===== src/rtl/seq_divider.sv =====
// Multi-cycle signed divider: restoring shift-subtract on magnitudes,
// one quotient bit per clock, sign fix-up in a final cycle.
module seq_divider #(
    parameter int WIDTH = 4
) (
    input  logic             clk,
    input  logic             rst,
    input  logic             start,
    input  logic [WIDTH-1:0] A,
    input  logic [WIDTH-1:0] B,
    output logic [WIDTH-1:0] Q,
    output logic [WIDTH-1:0] R,
    output logic             busy,
    output logic             done,
    output logic             DivZero,
    output logic             Overflow
);

    localparam int CW = $clog2(WIDTH + 1);

    localparam logic [1:0] S_IDLE = 2'd0;
    localparam logic [1:0] S_CALC = 2'd1;
    localparam logic [1:0] S_FIX  = 2'd2;

    logic [1:0]       state_q, state_d;
    logic [WIDTH-1:0] dvd_q, dvd_d;
    logic [WIDTH-1:0] bmag_q, bmag_d;
    logic [WIDTH-1:0] rem_q, rem_d;
    logic [CW-1:0]    cnt_q, cnt_d;
    logic             sa_q, sa_d;
    logic             sb_q, sb_d;
    logic             ovf_q, ovf_d;
    logic [WIDTH-1:0] q_q, q_d;
    logic [WIDTH-1:0] r_q, r_d;
    logic             busy_q, busy_d;
    logic             done_q, done_d;
    logic             dz_q, dz_d;
    logic             ov_q, ov_d;

    logic [WIDTH-1:0] rem_sh;
    logic             ge;
    logic [CW-1:0]    cnt_dec;

    // Dividend register doubles as the quotient: bits shift out the top
    // while quotient bits shift in at the bottom.
    assign rem_sh  = {rem_q[WIDTH-2:0], dvd_q[WIDTH-1]};
    assign ge      = {1'b0, rem_sh} >= {1'b0, bmag_q};
    assign cnt_dec = cnt_q - CW'(1);

    always_comb begin
        state_d = state_q;
        dvd_d   = dvd_q;
        bmag_d  = bmag_q;
        rem_d   = rem_q;
        cnt_d   = cnt_q;
        sa_d    = sa_q;
        sb_d    = sb_q;
        ovf_d   = ovf_q;
        q_d     = q_q;
        r_d     = r_q;
        busy_d  = busy_q;
        done_d  = 1'b0;
        dz_d    = dz_q;
        ov_d    = ov_q;
        unique case (state_q)
            S_IDLE: begin
                if (start && B == '0) begin
                    q_d    = '0;
                    r_d    = A;
                    dz_d   = 1'b1;
                    ov_d   = 1'b0;
                    done_d = 1'b1;
                end else if (start) begin
                    sa_d    = A[WIDTH-1];
                    sb_d    = B[WIDTH-1];
                    dvd_d   = A[WIDTH-1] ? WIDTH'(-A) : A;
                    bmag_d  = B[WIDTH-1] ? WIDTH'(-B) : B;
                    ovf_d   = (A == {1'b1, {(WIDTH-1){1'b0}}}) && (B == '1);
                    rem_d   = '0;
                    cnt_d   = CW'(WIDTH);
                    busy_d  = 1'b1;
                    state_d = S_CALC;
                end
            end
            S_CALC: begin
                rem_d = ge ? WIDTH'(rem_sh - bmag_q) : rem_sh;
                dvd_d = {dvd_q[WIDTH-2:0], ge};
                cnt_d = cnt_dec;
                if (cnt_dec == '0) state_d = S_FIX;
            end
            S_FIX: begin
                q_d     = (sa_q ^ sb_q) ? WIDTH'(-dvd_q) : dvd_q;
                r_d     = sa_q ? WIDTH'(-rem_q) : rem_q;
                dz_d    = 1'b0;
                ov_d    = ovf_q;
                done_d  = 1'b1;
                busy_d  = 1'b0;
                state_d = S_IDLE;
            end
            default: state_d = S_IDLE;
        endcase
    end

    always_ff @(posedge clk or posedge rst) begin
        if (rst) begin
            state_q <= S_IDLE;
            dvd_q   <= '0;
            bmag_q  <= '0;
            rem_q   <= '0;
            cnt_q   <= '0;
            sa_q    <= 1'b0;
            sb_q    <= 1'b0;
            ovf_q   <= 1'b0;
            q_q     <= '0;
            r_q     <= '0;
            busy_q  <= 1'b0;
            done_q  <= 1'b0;
            dz_q    <= 1'b0;
            ov_q    <= 1'b0;
        end else begin
            state_q <= state_d;
            dvd_q   <= dvd_d;
            bmag_q  <= bmag_d;
            rem_q   <= rem_d;
            cnt_q   <= cnt_d;
            sa_q    <= sa_d;
            sb_q    <= sb_d;
            ovf_q   <= ovf_d;
            q_q     <= q_d;
            r_q     <= r_d;
            busy_q  <= busy_d;
            done_q  <= done_d;
            dz_q    <= dz_d;
            ov_q    <= ov_d;
        end
    end

    assign Q        = q_q;
    assign R        = r_q;
    assign busy     = busy_q;
    assign done     = done_q;
    assign DivZero  = dz_q;
    assign Overflow = ov_q;

endmodule


===== config.mk =====
export PLATFORM = sky130hd
export DESIGN_NAME = seq_divider
export DESIGN_NICKNAME = d
export VERILOG_FILES = /design/src/rtl/seq_divider.sv
export SDC_FILE = /design/constraint.sdc
export NUM_CORES = 1
export LEC_CHECK = 0
export CELL_PAD_IN_SITES_DETAIL_PLACEMENT = 1
export CELL_PAD_IN_SITES_GLOBAL_PLACEMENT = 1
export CORE_MARGIN = 2
export CORE_UTILIZATION = 43
export CTS_CLUSTER_SIZE = 20
export DETAILED_ROUTE_END_ITERATION = 7
export GPL_ROUTABILITY_DRIVEN = 0
export HOLD_SLACK_MARGIN = 0.1
export PLACE_DENSITY_LB_ADDON = 0.15
export SYNTH_ARGS = -nofsm -noshare
export SYNTH_HDL_FRONTEND = slang
export SYNTH_SLANG_ARGS = --single-unit

===== constraint.sdc =====
create_clock -name clk -period 2 [get_ports clk]
set_input_delay 0.3 -clock clk [delete_from_list [all_inputs] [get_ports clk]]
set_output_delay 0.3 -clock clk [all_outputs]
set_load 0.01 [all_outputs]

* Word level (Yosys, flattened, before mapping)
Index checks and enable logic that the tools add are counted.
Storage, ports and cells: register bits 32, word-level logic and storage cells 74, bits of input ports 11
Operators by class: mux-type cells 31, add/sub/neg operators 6, order comparisons 1, reduce and logical (&&, ||, !) cells 12, equality and inequality tests 8, bitwise gates (word level) 2
Operators by type and width (number):
- $mux W4 | 11
- $pmux W4 S2 | 4
- $neg A4 Y4 | 4
- $reduce_and A3 Y1 | 4
- $eq A4 B4 Y1 const B | 2
- $ne A2 B2 Y1 const B | 4
- $pmux W1 S2 | 4
- $mux W2 | 3
- $mux W3 | 2
- $pmux W3 S2 | 1
- $mux W1 | 5
- $ge A4 B4 Y1 | 1
- $logic_not A4 Y1 | 1
- $pmux W2 S2 | 1
- $reduce_bool A2 Y1 | 2
- $sub A4 B4 Y4 | 1
- $logic_not A3 Y1 | 1
- $sub A3 B1 Y3 const B | 1
- $eq A2 B1 Y1 const B | 1
- $eq A2 B2 Y1 const B | 1
- $logic_and A1 B1 Y1 | 2
- $logic_not A2 Y1 | 1
- $reduce_and A2 Y1 | 1
- $not A1 Y1 | 1
- $xor A1 B1 Y1 | 1

* Logic depth before layout (Yosys ltp)
word-level depth 5, depth in mapped cells 7

* Least setup slack after synthesis
Ideal clock, no wire load.
path kind register to register, start point register dvd_q[3], end point register rem_q[1], stages on the path, launching flop included 8, clock period less this slack 1868 ps, slack 132 ps, data arrival time 1781 ps, path through dfrtp_1 > inv_1 > ha_1 > fa_1 > a21bo_1 > a21o_1 > a2111o_1 > o211ai_1
Between the ends: longest elaborated chain between the ends 3, elaborated cells on any way between the ends 4
RTL lines:
- start, declared | RTL line 26 | logic [WIDTH-1:0] dvd_q, dvd_d;
- start signal, assigned | RTL line 122 | dvd_q <= dvd_d;
- $sub A4 B4 Y4 / $ge A4 B4 Y1 (equally long branches) | RTL line 86, 47
- $mux W4 (*) | RTL line 86 | rem_d = ge ? WIDTH'(rem_sh - bmag_q) : rem_sh;
- $pmux W4 S2 (*) | RTL line 65 | unique case (state_q)
- end signal, assigned | RTL line 124 | rem_q <= rem_d;
- end, declared | RTL line 28 | logic [WIDTH-1:0] rem_q, rem_d;
Mark *: on every way between the ends. The rest lies on a longest branch, timed or not. A chain may end at the register's enable or synchronous reset.

* Final worst setup path
Same ends and word-level chain as after synthesis.

==> results.yml <==
cts:
  numCtsBuffers: 5
  cts_max_level: 2
  clockBufferDepth: 2
  clkTransAtPathRegs_ns: 0.07
  clock-root-buffer: "clkbuf_8"
  cts_hold_buf: 0
  cts_sinks: 32
  cts_tree: "done"
  clk_latency_ns: 0.28
critical_path:
  start_kind: "flop"
  reg2reg_setup_slack_ns: 0.09
  critPathKind: "flop to flop"
  path_buf_inv: 1
  arrival_ns: 2.11
  cp_top_family: "compound AO/OA/AOI/OAI gates"
  crit_path_end_kind: "flop"
  r2r-end: "rem_q[1]"
  crit_fanout: 5
  cp.required_ns: 2.20
  r2r_start: "dvd_q[3]"
  path_cells: "inv_2 > ha_4 > fa_2 > a21bo_1 > a21o_4 > a2111o_1 > o211ai_1"
  slowest_stage: "dfrtp_1"
  cpPeakStageDelay_ns: 0.40
  reg2regPathDepth: 7
synthesis:
  netlist_area_um2: 1920
  async_flop_share: 1.00
  ys_seq_area_frac: 0.417
  synth.net_count: 221
  yosys.area.top_type: "dfrtp_1"
  netlist_instances: 198
  synth_warnings: 0
  ys_seq_elements: 32
  synth_area_leaders: "dfrtp_1 42%, ha_1 7.2%, nand2_1 3.9%"
  synth_top_area_share: 0.417
  synth.distinct_cells: 51
  synth_edf_count: 0
  synth_top_flop_cell: "dfrtp_1"
  postSynthAreaPerCell_um2: 9.69
routing:
  vias_per_cell: 5.53
  ant_nets: 0
  drtPass1Iterations: 4
  drt-initial-drc-count: 64
  drc: 0
  via_count: 1630
  routed_wl_mm: 5.06
  wl_per_cell_um: 17.1
cells_and_area:
  drive_gt1_frac: 0.185
  area_delta_synth_final_pct: 28.0
  insertedDiodeCount: 0
  fill_cells: 497
  fin_nets: 266
  post-route-util: 0.568
job:
  max_cap_viol_count: 0
placement:
  hpwl_mm: 3.99
  io_buffers: 22
power:
  power_density_nw_per_um2: 1640
  p_leak_nw: 1.15
  ir_drop_mv: 0.859
  total_power_mw: 4.02
sta:
  finalCriticalPeriod_ns: 1.91
  setup_viol: 0
  fin_crit_sh: 0.954
  drv_slew: 0
  rsz0062_at_grt: "true"
  max_freq_mhz: 524
  worst_pin_slew_ns: 0.541
  hold_viol_final: 0
  max_slew_margin: 0.640
  finClkSkew_ns: 0.00739
global_route:
  grt_start_max_net_pins: 33
  grt_overflow: 0
  grt_antenna_before_repair: 0
  grt_pass1_vias: 1669
  grt_usage: 0.217
  grt_pass1_wl_mm: 8.44
floorplanning:
  die_width_um: 70.8
  die_y_um: 70.8
  pin_count: 23
  start_util: 0.444
  die_area_um2: 5010
  rows: 24
  core_um2: 4320
worst_hold_path:
  hold_class: "primary input to async pin"
status:
  status: "finished, final reports clean"
==> cell usage in the layout (no fill, tap or decap), types with 3 or more instances in the layout <==
cell / synthesis / final
inv_1: 18 / 17
a31oi_1: 3 / 3
o21ai_0: 13 / 13
o211ai_1: 3 / 3
buf_4: 0 / 25
clkbuf_8: 0 / 5
nor2b_1: 3 / 3
mux2i_1: 7 / 7
xnor2_1: 8 / 8
nand2b_1: 4 / 4
nor2_1: 11 / 11
clkdlybuf4s50_1: 0 / 22
nor3_1: 3 / 3
ha_1: 11 / 10
o31ai_1: 3 / 3
a21oi_1: 6 / 6
dfrtp_1: 32 / 32
nand3_1: 7 / 7
nand2_1: 20 / 20
==> routing by layer <==
layer / part of all wire / track usage
met5: 0 / 0
met4: 0.013 / 0.0608
met3: 0.035 / 0.0470
met1: 0.44 / 0.265
met2: 0.51 / 0.385
==> worst min-delay path, delay by kind of cell <==
kind,cells,cell delay [ns]
buf+inv,3,0.82
==> worst max path at each step <==
stage | startpoint | endpoint | depth (start not counted)
3_3_place_gp | B[0] | dvd_q[3] | 7
3_5_place_dp | B[0] | dvd_q[0] | 7
6_report | dvd_q[3] | rem_q[1] | 7
2_1_floorplan | dvd_q[3] | rem_q[1] | 7
4_1_cts | dvd_q[3] | rem_q[1] | 7
5_1_grt | dvd_q[3] | rem_q[1] | 8
==> repair_timing <==
action,4_1_cts,5_1_grt
buffers inserted,3,2
endpoints found under the setup margin,3,4
gates resized for setup,2,5
pin swaps,1,4
==> cells by family (layout without fill, tap and decap cells) <==
logic type	count (synthesis)	count (layout)	synth area share
and+or+nand+nor	61	61	0.170
AOI/OAI and AO/OA	48	48	0.179
DFF	32	32	0.417
buffers and inverters	27	72	0.0600
adders and majority gates	12	12	0.0822
xor gates and xnor gates	9	9	0.0411
muxes	9	9	0.0502
==> flip-flops by register name (all words and copies together), names as in the netlist <==
name / count
done: 1
R: 4
rem_q: 4
sb_q: 1
state_q: 2
ovf_q: 1
DivZero: 1
dvd_q: 4
sa_q: 1
cnt_q: 3
busy: 1
bmag_q: 4
Overflow: 1
Q: 4
==> layout make-up <==
| class | count | area (um^2) | area share |
|---|---|---|---|
| repair buffers | 47 | 408 | 0.166 |
| inverters | 18 | 67.6 | 0.0275 |
| multi-input cells | 139 | 1040 | 0.422 |
| clock buffers | 6 | 72.6 | 0.0295 |
| well taps | 52 | 65.1 | 0.0265 |
| flip-flops and latches | 32 | 801 | 0.326 |
| clock inverters | 1 | 5.00 | 0.00204 |
==> where the power goes <==
part           leakage, nW  internal [mW]  switching (mW)
sequential           0.397          0.934           0.284
combinational        0.713           1.18            1.15
clock               0.0410          0.236           0.238
total                 1.15           2.35            1.67
==> metrics by stage <==
stage          hold WS (ns)  area, um^2   TNS, ns  std cells  worst slack, ns
2_1_floorplan         0.416        1920         0        198            0.132
3_3_place_gp          0.458        2310    -0.262        283          -0.0762
3_5_place_dp          0.465        2310     -1.70        283           -0.191
4_1_cts               0.437        2410         0        293           0.0238
5_1_grt               0.449        2460  -0.00739        295         -0.00495
6_report              0.419        2460         0        295           0.0922
==> synthesized netlist by cell type, drive strengths merged, types with 5 or more instances <==
| cell type | count |
|---|---|
| a21oi | 7 |
| buf | 6 |
| dfrtp | 32 |
| ha | 11 |
| inv | 18 |
| mux2i | 7 |
| nand2 | 20 |
| nand2b | 5 |
| nand3 | 7 |
| nor2 | 12 |
| o21ai | 15 |
| xnor2 | 8 |
Note: power is estimated with default switching activity, not from simulation.
